## src/rtl/pipe_pkg.sv

```systemverilog
// Shared pipeline-register package: default field widths, payload layout helpers
// and the skid-buffer state encoding used by the IF/ID, ID/EX and EX/MEM stages.
package pipe_pkg;

  localparam int WB_W_DEF   = 2;
  localparam int M_W_DEF    = 3;
  localparam int EX_W_DEF   = 4;
  localparam int REG_W_DEF  = 5;
  localparam int DATA_W_DEF = 32;

  // Bit 1 is the skid-occupied flag so the registered ready is a plain flop bit.
  typedef enum logic [1:0] {
    S_EMPTY = 2'b00,
    S_ONE   = 2'b01,
    S_TWO   = 2'b11
  } skid_state_e;

  // Payload layout, LSB first: RegRd, RegRt, RegRs, Immediate, Data2, Data1, EX, M, WB
  function automatic int payload_w(int wb_w, int m_w, int ex_w, int data_w, int reg_w);
    return wb_w + m_w + ex_w + 3 * data_w + 3 * reg_w;
  endfunction

  function automatic int off_rt(int reg_w);
    return reg_w;
  endfunction

  function automatic int off_rs(int reg_w);
    return 2 * reg_w;
  endfunction

  function automatic int off_imm(int reg_w);
    return 3 * reg_w;
  endfunction

  function automatic int off_data2(int data_w, int reg_w);
    return 3 * reg_w + data_w;
  endfunction

  function automatic int off_data1(int data_w, int reg_w);
    return 3 * reg_w + 2 * data_w;
  endfunction

  function automatic int off_ex(int data_w, int reg_w);
    return 3 * reg_w + 3 * data_w;
  endfunction

  function automatic int off_m(int ex_w, int data_w, int reg_w);
    return off_ex(data_w, reg_w) + ex_w;
  endfunction

  function automatic int off_wb(int m_w, int ex_w, int data_w, int reg_w);
    return off_m(ex_w, data_w, reg_w) + m_w;
  endfunction

endpackage

```

## src/rtl/id_ex_pipe_reg_if.sv

```systemverilog
// ID/EX stage bus: upstream beat, downstream beat, handshake and flush.
// slave = the pipeline register, master = the decode/execute side driving it.
interface id_ex_pipe_reg_if
  import pipe_pkg::*;
#(
  parameter int DATA_W = DATA_W_DEF,
  parameter int REG_W  = REG_W_DEF,
  parameter int WB_W   = WB_W_DEF,
  parameter int M_W    = M_W_DEF,
  parameter int EX_W   = EX_W_DEF
) ();

  logic              Flush_i;
  logic              Valid_i;
  logic              Ready_o;
  logic [WB_W-1:0]   WB_i;
  logic [M_W-1:0]    M_i;
  logic [EX_W-1:0]   EX_i;
  logic [DATA_W-1:0] Data1_i;
  logic [DATA_W-1:0] Data2_i;
  logic [DATA_W-1:0] Immediate_i;
  logic [REG_W-1:0]  RegRs_i;
  logic [REG_W-1:0]  RegRt_i;
  logic [REG_W-1:0]  RegRd_i;

  logic              Valid_o;
  logic              Ready_i;
  logic [WB_W-1:0]   WB_o;
  logic [M_W-1:0]    M_o;
  logic [EX_W-1:0]   EX_o;
  logic [DATA_W-1:0] Data1_o;
  logic [DATA_W-1:0] Data2_o;
  logic [DATA_W-1:0] Immediate_o;
  logic [REG_W-1:0]  RegRs_o;
  logic [REG_W-1:0]  RegRt_o;
  logic [REG_W-1:0]  RegRd_o;

  modport slave (
    input  Flush_i, Valid_i, WB_i, M_i, EX_i, Data1_i, Data2_i, Immediate_i,
           RegRs_i, RegRt_i, RegRd_i, Ready_i,
    output Ready_o, Valid_o, WB_o, M_o, EX_o, Data1_o, Data2_o, Immediate_o,
           RegRs_o, RegRt_o, RegRd_o
  );

  modport master (
    output Flush_i, Valid_i, WB_i, M_i, EX_i, Data1_i, Data2_i, Immediate_i,
           RegRs_i, RegRt_i, RegRd_i, Ready_i,
    input  Ready_o, Valid_o, WB_o, M_o, EX_o, Data1_o, Data2_o, Immediate_o,
           RegRs_o, RegRt_o, RegRd_o
  );

endinterface

```

## src/rtl/pipe_skid_buf.sv

```systemverilog
// Generic valid/ready pipeline register with optional skid entry and sync flush.
// ID_EX_SKID_EN defined: two entries, Ready_o from a flop; undefined: one entry, combinational ready.
//
// state   | meaning
// S_EMPTY | output register empty, skid empty
// S_ONE   | output register holds a beat, skid empty
// S_TWO   | output register stalled, skid holds the next beat
module pipe_skid_buf
  import pipe_pkg::*;
#(
  parameter int PAYLOAD_W = 8
) (
  input  logic                 Clock_i,
  input  logic                 Reset_i,
  input  logic                 Flush_i,
  input  logic                 in_valid,
  output logic                 in_ready,
  input  logic [PAYLOAD_W-1:0] in_data,
  output logic                 out_valid,
  input  logic                 out_ready,
  output logic [PAYLOAD_W-1:0] out_data
);

  skid_state_e          state_q, state_d;
  logic [PAYLOAD_W-1:0] out_q, skid_q;
  logic                 load_out, load_skid, sel_skid;

`ifdef ID_EX_SKID_EN
  assign in_ready = ~state_q[1];
`else
  assign in_ready = out_ready || (state_q == S_EMPTY);
`endif

  assign out_valid = (state_q != S_EMPTY);
  assign out_data  = out_q;

  always_ff @(posedge Clock_i or posedge Reset_i) begin
    if (Reset_i) state_q <= S_EMPTY;
    else         state_q <= state_d;
  end

  // In every branch that loads from in_data, in_ready is already 1.
  always_comb begin
    state_d   = state_q;
    load_out  = 1'b0;
    load_skid = 1'b0;
    sel_skid  = 1'b0;
    if (Flush_i) begin
      state_d = S_EMPTY;
    end else begin
      case (state_q)
        S_EMPTY: begin
          if (in_valid) begin
            load_out = 1'b1;
            state_d  = S_ONE;
          end
        end
        S_ONE: begin
          if (out_ready) begin
            if (in_valid) load_out = 1'b1;
            else          state_d  = S_EMPTY;
          end else if (in_valid) begin
`ifdef ID_EX_SKID_EN
            load_skid = 1'b1;
            state_d   = S_TWO;
`endif
          end
        end
        S_TWO: begin
          if (out_ready) begin
            load_out = 1'b1;
            sel_skid = 1'b1;
            state_d  = S_ONE;
          end
        end
        default: state_d = S_EMPTY;
      endcase
    end
  end

  always_ff @(posedge Clock_i or posedge Reset_i) begin
    if (Reset_i) begin
      out_q  <= '0;
      skid_q <= '0;
    end else begin
      if (load_out)  out_q  <= sel_skid ? skid_q : in_data;
      if (load_skid) skid_q <= in_data;
    end
  end

endmodule

```

## src/rtl/id_ex_pipe_reg.sv

```systemverilog
// ID/EX pipeline register: packs the decode beat, hands it to pipe_skid_buf and
// masks WB/M/EX to zero on bubbles. Skid entry enabled by defining ID_EX_SKID_EN.
module id_ex_pipe_reg
  import pipe_pkg::*;
#(
  parameter int DATA_W = DATA_W_DEF,
  parameter int REG_W  = REG_W_DEF,
  parameter int WB_W   = WB_W_DEF,
  parameter int M_W    = M_W_DEF,
  parameter int EX_W   = EX_W_DEF
) (
  input  logic               Clock_i,
  input  logic               Reset_i,
  id_ex_pipe_reg_if.slave    bus
);

  localparam int PW        = payload_w(WB_W, M_W, EX_W, DATA_W, REG_W);
  localparam int OFF_RD    = 0;
  localparam int OFF_RT    = off_rt(REG_W);
  localparam int OFF_RS    = off_rs(REG_W);
  localparam int OFF_IMM   = off_imm(REG_W);
  localparam int OFF_DATA2 = off_data2(DATA_W, REG_W);
  localparam int OFF_DATA1 = off_data1(DATA_W, REG_W);
  localparam int OFF_EX    = off_ex(DATA_W, REG_W);
  localparam int OFF_M     = off_m(EX_W, DATA_W, REG_W);
  localparam int OFF_WB    = off_wb(M_W, EX_W, DATA_W, REG_W);

  logic [PW-1:0] in_pl, out_pl;
  logic          out_valid;

  assign in_pl = {bus.WB_i, bus.M_i, bus.EX_i, bus.Data1_i, bus.Data2_i,
                  bus.Immediate_i, bus.RegRs_i, bus.RegRt_i, bus.RegRd_i};

  pipe_skid_buf #(
    .PAYLOAD_W (PW)
  ) u_skid (
    .Clock_i   (Clock_i),
    .Reset_i   (Reset_i),
    .Flush_i   (bus.Flush_i),
    .in_valid  (bus.Valid_i),
    .in_ready  (bus.Ready_o),
    .in_data   (in_pl),
    .out_valid (out_valid),
    .out_ready (bus.Ready_i),
    .out_data  (out_pl)
  );

  assign bus.Valid_o = out_valid;

  // Control groups are forced to zero on a bubble; data/address are left as don't-care.
  assign bus.WB_o = out_valid ? out_pl[OFF_WB +: WB_W] : '0;
  assign bus.M_o  = out_valid ? out_pl[OFF_M  +: M_W]  : '0;
  assign bus.EX_o = out_valid ? out_pl[OFF_EX +: EX_W] : '0;

  assign bus.Data1_o     = out_pl[OFF_DATA1 +: DATA_W];
  assign bus.Data2_o     = out_pl[OFF_DATA2 +: DATA_W];
  assign bus.Immediate_o = out_pl[OFF_IMM   +: DATA_W];
  assign bus.RegRs_o     = out_pl[OFF_RS    +: REG_W];
  assign bus.RegRt_o     = out_pl[OFF_RT    +: REG_W];
  assign bus.RegRd_o     = out_pl[OFF_RD    +: REG_W];

endmodule

```

## src/flat_wrapper.sv

```systemverilog
// flat-port wrapper written by rule: the top's interface ports become plain ports
module id_ex_pipe_reg_flat import pipe_pkg::*;
#(
  parameter int DATA_W = DATA_W_DEF,
  parameter int REG_W  = REG_W_DEF,
  parameter int WB_W   = WB_W_DEF,
  parameter int M_W    = M_W_DEF,
  parameter int EX_W   = EX_W_DEF
)
  (Clock_i, Reset_i, bus_Flush_i, bus_Valid_i, bus_WB_i, bus_M_i, bus_EX_i, bus_Data1_i, bus_Data2_i, bus_Immediate_i, bus_RegRs_i, bus_RegRt_i, bus_RegRd_i, bus_Ready_i, bus_Ready_o, bus_Valid_o, bus_WB_o, bus_M_o, bus_EX_o, bus_Data1_o, bus_Data2_o, bus_Immediate_o, bus_RegRs_o, bus_RegRt_o, bus_RegRd_o);
  id_ex_pipe_reg_if #(.DATA_W(DATA_W), .REG_W(REG_W), .WB_W(WB_W), .M_W(M_W), .EX_W(EX_W)) bus_i ();
  input  logic Clock_i;
  input  logic Reset_i;
  input wire logic [$bits(bus_i.Flush_i)-1:0] bus_Flush_i;
  input wire logic [$bits(bus_i.Valid_i)-1:0] bus_Valid_i;
  input wire logic [$bits(bus_i.WB_i)-1:0] bus_WB_i;
  input wire logic [$bits(bus_i.M_i)-1:0] bus_M_i;
  input wire logic [$bits(bus_i.EX_i)-1:0] bus_EX_i;
  input wire logic [$bits(bus_i.Data1_i)-1:0] bus_Data1_i;
  input wire logic [$bits(bus_i.Data2_i)-1:0] bus_Data2_i;
  input wire logic [$bits(bus_i.Immediate_i)-1:0] bus_Immediate_i;
  input wire logic [$bits(bus_i.RegRs_i)-1:0] bus_RegRs_i;
  input wire logic [$bits(bus_i.RegRt_i)-1:0] bus_RegRt_i;
  input wire logic [$bits(bus_i.RegRd_i)-1:0] bus_RegRd_i;
  input wire logic [$bits(bus_i.Ready_i)-1:0] bus_Ready_i;
  output wire logic [$bits(bus_i.Ready_o)-1:0] bus_Ready_o;
  output wire logic [$bits(bus_i.Valid_o)-1:0] bus_Valid_o;
  output wire logic [$bits(bus_i.WB_o)-1:0] bus_WB_o;
  output wire logic [$bits(bus_i.M_o)-1:0] bus_M_o;
  output wire logic [$bits(bus_i.EX_o)-1:0] bus_EX_o;
  output wire logic [$bits(bus_i.Data1_o)-1:0] bus_Data1_o;
  output wire logic [$bits(bus_i.Data2_o)-1:0] bus_Data2_o;
  output wire logic [$bits(bus_i.Immediate_o)-1:0] bus_Immediate_o;
  output wire logic [$bits(bus_i.RegRs_o)-1:0] bus_RegRs_o;
  output wire logic [$bits(bus_i.RegRt_o)-1:0] bus_RegRt_o;
  output wire logic [$bits(bus_i.RegRd_o)-1:0] bus_RegRd_o;
  assign bus_i.Flush_i = bus_Flush_i;
  assign bus_i.Valid_i = bus_Valid_i;
  assign bus_i.WB_i = bus_WB_i;
  assign bus_i.M_i = bus_M_i;
  assign bus_i.EX_i = bus_EX_i;
  assign bus_i.Data1_i = bus_Data1_i;
  assign bus_i.Data2_i = bus_Data2_i;
  assign bus_i.Immediate_i = bus_Immediate_i;
  assign bus_i.RegRs_i = bus_RegRs_i;
  assign bus_i.RegRt_i = bus_RegRt_i;
  assign bus_i.RegRd_i = bus_RegRd_i;
  assign bus_i.Ready_i = bus_Ready_i;
  assign bus_Ready_o = bus_i.Ready_o;
  assign bus_Valid_o = bus_i.Valid_o;
  assign bus_WB_o = bus_i.WB_o;
  assign bus_M_o = bus_i.M_o;
  assign bus_EX_o = bus_i.EX_o;
  assign bus_Data1_o = bus_i.Data1_o;
  assign bus_Data2_o = bus_i.Data2_o;
  assign bus_Immediate_o = bus_i.Immediate_o;
  assign bus_RegRs_o = bus_i.RegRs_o;
  assign bus_RegRt_o = bus_i.RegRt_o;
  assign bus_RegRd_o = bus_i.RegRd_o;
  id_ex_pipe_reg #(.DATA_W(DATA_W), .REG_W(REG_W), .WB_W(WB_W), .M_W(M_W), .EX_W(EX_W)) u_core (.Clock_i(Clock_i), .Reset_i(Reset_i), .bus(bus_i));
endmodule
```

## config.mk

```make
export PLATFORM = sky130hd
export DESIGN_NAME = id_ex_pipe_reg_flat
export DESIGN_NICKNAME = d
export VERILOG_FILES = /design/src/rtl/pipe_pkg.sv /design/src/rtl/id_ex_pipe_reg_if.sv /design/src/rtl/pipe_skid_buf.sv /design/src/rtl/id_ex_pipe_reg.sv /design/src/flat_wrapper.sv
export SDC_FILE = /design/constraint.sdc
export NUM_CORES = 1
export LEC_CHECK = 0
export CAP_MARGIN = 20
export CELL_PAD_IN_SITES_DETAIL_PLACEMENT = 0
export CELL_PAD_IN_SITES_GLOBAL_PLACEMENT = 1
export CORE_ASPECT_RATIO = 1.5
export CORE_MARGIN = 2
export CORE_UTILIZATION = 37
export CTS_BUF_LIST = sky130_fd_sc_hd__clkbuf_4 sky130_fd_sc_hd__clkbuf_8 sky130_fd_sc_hd__clkbuf_16
export DETAILED_ROUTE_END_ITERATION = 6
export GPL_TIMING_DRIVEN = 0
export PLACE_DENSITY_LB_ADDON = 0.1
export REMOVE_ABC_BUFFERS = 1
export SETUP_SLACK_MARGIN = 0.3
export SLEW_MARGIN = 25
export SYNTH_ARGS = -nofsm -noshare
export SYNTH_HDL_FRONTEND = slang
export SYNTH_SLANG_ARGS = --single-unit
```

## constraint.sdc

```tcl
create_clock -name Clock_i -period 10.6 [get_ports Clock_i]
set_input_delay 1.59 -clock Clock_i [delete_from_list [all_inputs] [get_ports Clock_i]]
set_output_delay 1.59 -clock Clock_i [all_outputs]
set_load 0.01 [all_outputs]
```

==> key figures <==
Status
  – Status: finished, final reports clean

Layout
  – Fin area: 8310 um^2
  – ANT cells: 0
  – Most frequent cells in the layout: clkdlybuf4s50_1 (246), dfrtp_1 (121), mux2_4 (100), mux2_2 (20), clkbuf_16 (17)
  – Commonest non-fill, non-tap cell in the layout: clkdlybuf4s50_1
  – Layout fillers: 1350
  – P&R area growth vs syn: 40.3%
  – Share of cells above drive strength 1: 30.6%
  – Final nets: 661

STA
  – Hold Violations, Final: 0
  – Post-route minimum period: 4.32 ns
  – Fin crit share: 40.7%
  – RSZ-0062 raised after global routing: no
  – Final setup viols: 0
  – Sum of negative setup slack: 0 ns
  – Worst-Margin Slew: 0.561 ns
  – Clk_skew: 0.00751 ns
  – F_max: 232 MHz
  – Slew margin rel.: 62.5%
  – Pins Over Slew Limit: 0

Floorplan
  – Core Region: 15700 um^2
  – Die extent in x: 107 um
  – I/O Pins: 247
  – Cell Rows: 56
  – Die Y: 159 um
  – Die ar.: 17100 um^2
  – Starting Density: 37.8%

Placed design
  – Port bufs: 246
  – DP HPWL: 9.55 mm
  – Cell area after placement: 7770 um^2
  – GPL Wtd Cong: 0.689

Setup path
  – Worst Setup Start Kind: input pin
  – Reg2reg setup slack: 8.05 ns
  – Reg-to-Reg End: u_core.u_skid.out_data[42]
  – Critical path class: input pin to output pin
  – FF-to-FF path depth: 8
  – Delay-heaviest family, CP: buffers and inverters
  – CP cell instances: clkdlybuf4s50_1, nor2b_4, inv_1, clkdlybuf4s50_1
  – R2R Path Start: u_core.u_skid.state_q[0]
  – Cell mode on critical path: clkdlybuf4s50_1
  – Crit-path max FO: 3
  – Crit. path cell count: 4
  – CP Capture Type: output pin
  – Critical path required time: 9.01 ns
  – Arrival @ worst endpoint: 2.73 ns
  – Critical path's largest stage delay: 0.53 ns
  – Buf+Inv Stages, Crit Path: 3
  – Slowest cell on crit path: clkdlybuf4s50_1

Clock network
  – CTS tree: built
  – CTS Buf Count: 17
  – Clock Latency Late Sink: 0.41 ns
  – Clock sink count: 121
  – Hold Buf Count CTS: 0
  – H-tree levels: 4
  – Root Driver: clkbuf_16
  – Clock buffer depth: 2
  – # resized after CTS: 0
  – # Post-CTS Setup Buffers: 0
  – CTS clk-pin slew, worst paths: 0.05 ns

Global routing
  – Busiest grt layer: met2
  – Total Routing Usage GR: 16.0%
  – Vias in the first global route: 3683
  – Routing usage on met2: 26.2%
  – Largest net degree at the start of global routing: 62
  – Initial antenna violation count: 0
  – First-pass GRT wire length: 20.7 mm
  – Grt ovf: 0
  – M3 GR Usage: 6.51%
  – GR Layer Usage met1: 18.4%

Min path
  – HP Start: u_core.u_skid.out_data[113]
  – Hold depth: 1
  – WHS Endpoint: u_core.u_skid.out_data[113]
  – Hold crit path type: register to register

Synth
  – Post-synthesis sequential area ratio: 51.1%
  – Yosys reg bits: 121
  – Yosys warning total: 0
  – Avg Inst Size Synth: 15.6 um^2
  – Mapped Cells: 380
  – Synth unique cells: 10
  – Mapped cell area: 5930 um^2

Routing
  – Routed len/inst: 17.3 um
  – Vias per Instance: 4.31
  – DRT Wirelength: 13.0 mm
  – Remaining antenna violation count: 0
  – Final routed DRC violation total: 0
  – DR iter-0 viols: 68
  – Via Count: 3230
  – Pre-antenna DRT Iters: 4

Power
  – VDD IR-drop max: 83.7 uV
  – Power Density: 183 nW/um^2
  – Pleak: 0.00362 uW

Job
  – Max_cap viols: 0
## synthesized netlist by cell type
cell / instances / area (um^2)
mux2_4: 100 / 1500
nor2_1: 2 / 7.51
buf_12: 11 / 220
nor3b_4: 1 / 18.8
inv_1: 2 / 7.51
and2_1: 9 / 56.3
buf_4: 113 / 848
mux2_2: 20 / 225
nor2b_4: 1 / 13.8
dfrtp_1: 121 / 3030
## per-stage QoR
step           worst slack (ns)  total power [uW]  util [%]  std cells  hold slack (ns)
2_1_floorplan              3.84               766         -        256            0.473
3_3_place_gp               1.68               996      48.3        705            0.488
3_5_place_dp               6.29               997      49.5        720            0.491
4_1_cts                    6.28              1550      53.0        749            0.508
5_1_grt                    6.24              1590      53.0        749            0.516
6_report                   6.28              1520      53.0        749            0.500
## cell families after synthesis
logic type | Yosys count | share of synthesized area, %
buffers and inverters | 126 | 18.2
flip-flops | 121 | 51.1
multiplexers | 120 | 29.1
AND/OR/NAND/NOR | 13 | 1.63
## layout make-up
class | instances | area [um^2] | share of cell area (%)
flip-flops and latches | 121 | 3030 | 36.4
repair buffers | 261 | 2650 | 31.9
multi-input cells | 133 | 1820 | 21.9
clock buffers | 25 | 498 | 5.99
well taps | 203 | 254 | 3.05
clock inverters | 4 | 45.0 | 0.542
inverters | 2 | 15.0 | 0.181
## how the worst max path moves through the flow
stage                start                    endpoint  slack (ns)
2_1_floorplan  bus_Ready_i  u_core.u_skid.out_data[25]        3.84
3_3_place_gp   bus_Flush_i  u_core.u_skid.out_data[28]        1.68
3_5_place_dp   bus_Ready_i                 bus_Ready_o        6.29
4_1_cts        bus_Ready_i                 bus_Ready_o        6.28
6_report       bus_Ready_i                 bus_Ready_o        6.28
5_1_grt        bus_Ready_i                 bus_Ready_o        6.24
## per-layer routing
metal / part of all wire, % / wire [um]
met5: 0 / 0
met4: 2.5 / 324
met3: 8.0 / 1030
met2: 51 / 6620
met1: 38 / 4980
## state kept, by name, indices dropped and copies added, names as in the netlist
| name | cells |
|---|---|
| u_core.u_skid.out_data | 120 |
| u_core.u_skid.state_q | 1 |
## worst register-to-register path, stage by stage (launching register included)
cell and delay (ns):
dfrtp_1 0.47, nor2b_4 0.18, nor3b_4 0.49, buf_6 0.25
buf_6 0.18, buf_6 0.16, buf_6 0.19, buf_6 0.17
mux2_2 0.34
## power breakdown
group,switching [uW],leakage (uW),internal [uW],total [uW]
clock network,189,0.000277,344,534
registers,43.6,0.00142,542,585
logic,127,0.00192,274,401
total,360,0.00362,1160,1520
(Power assumes the default switching activity.)
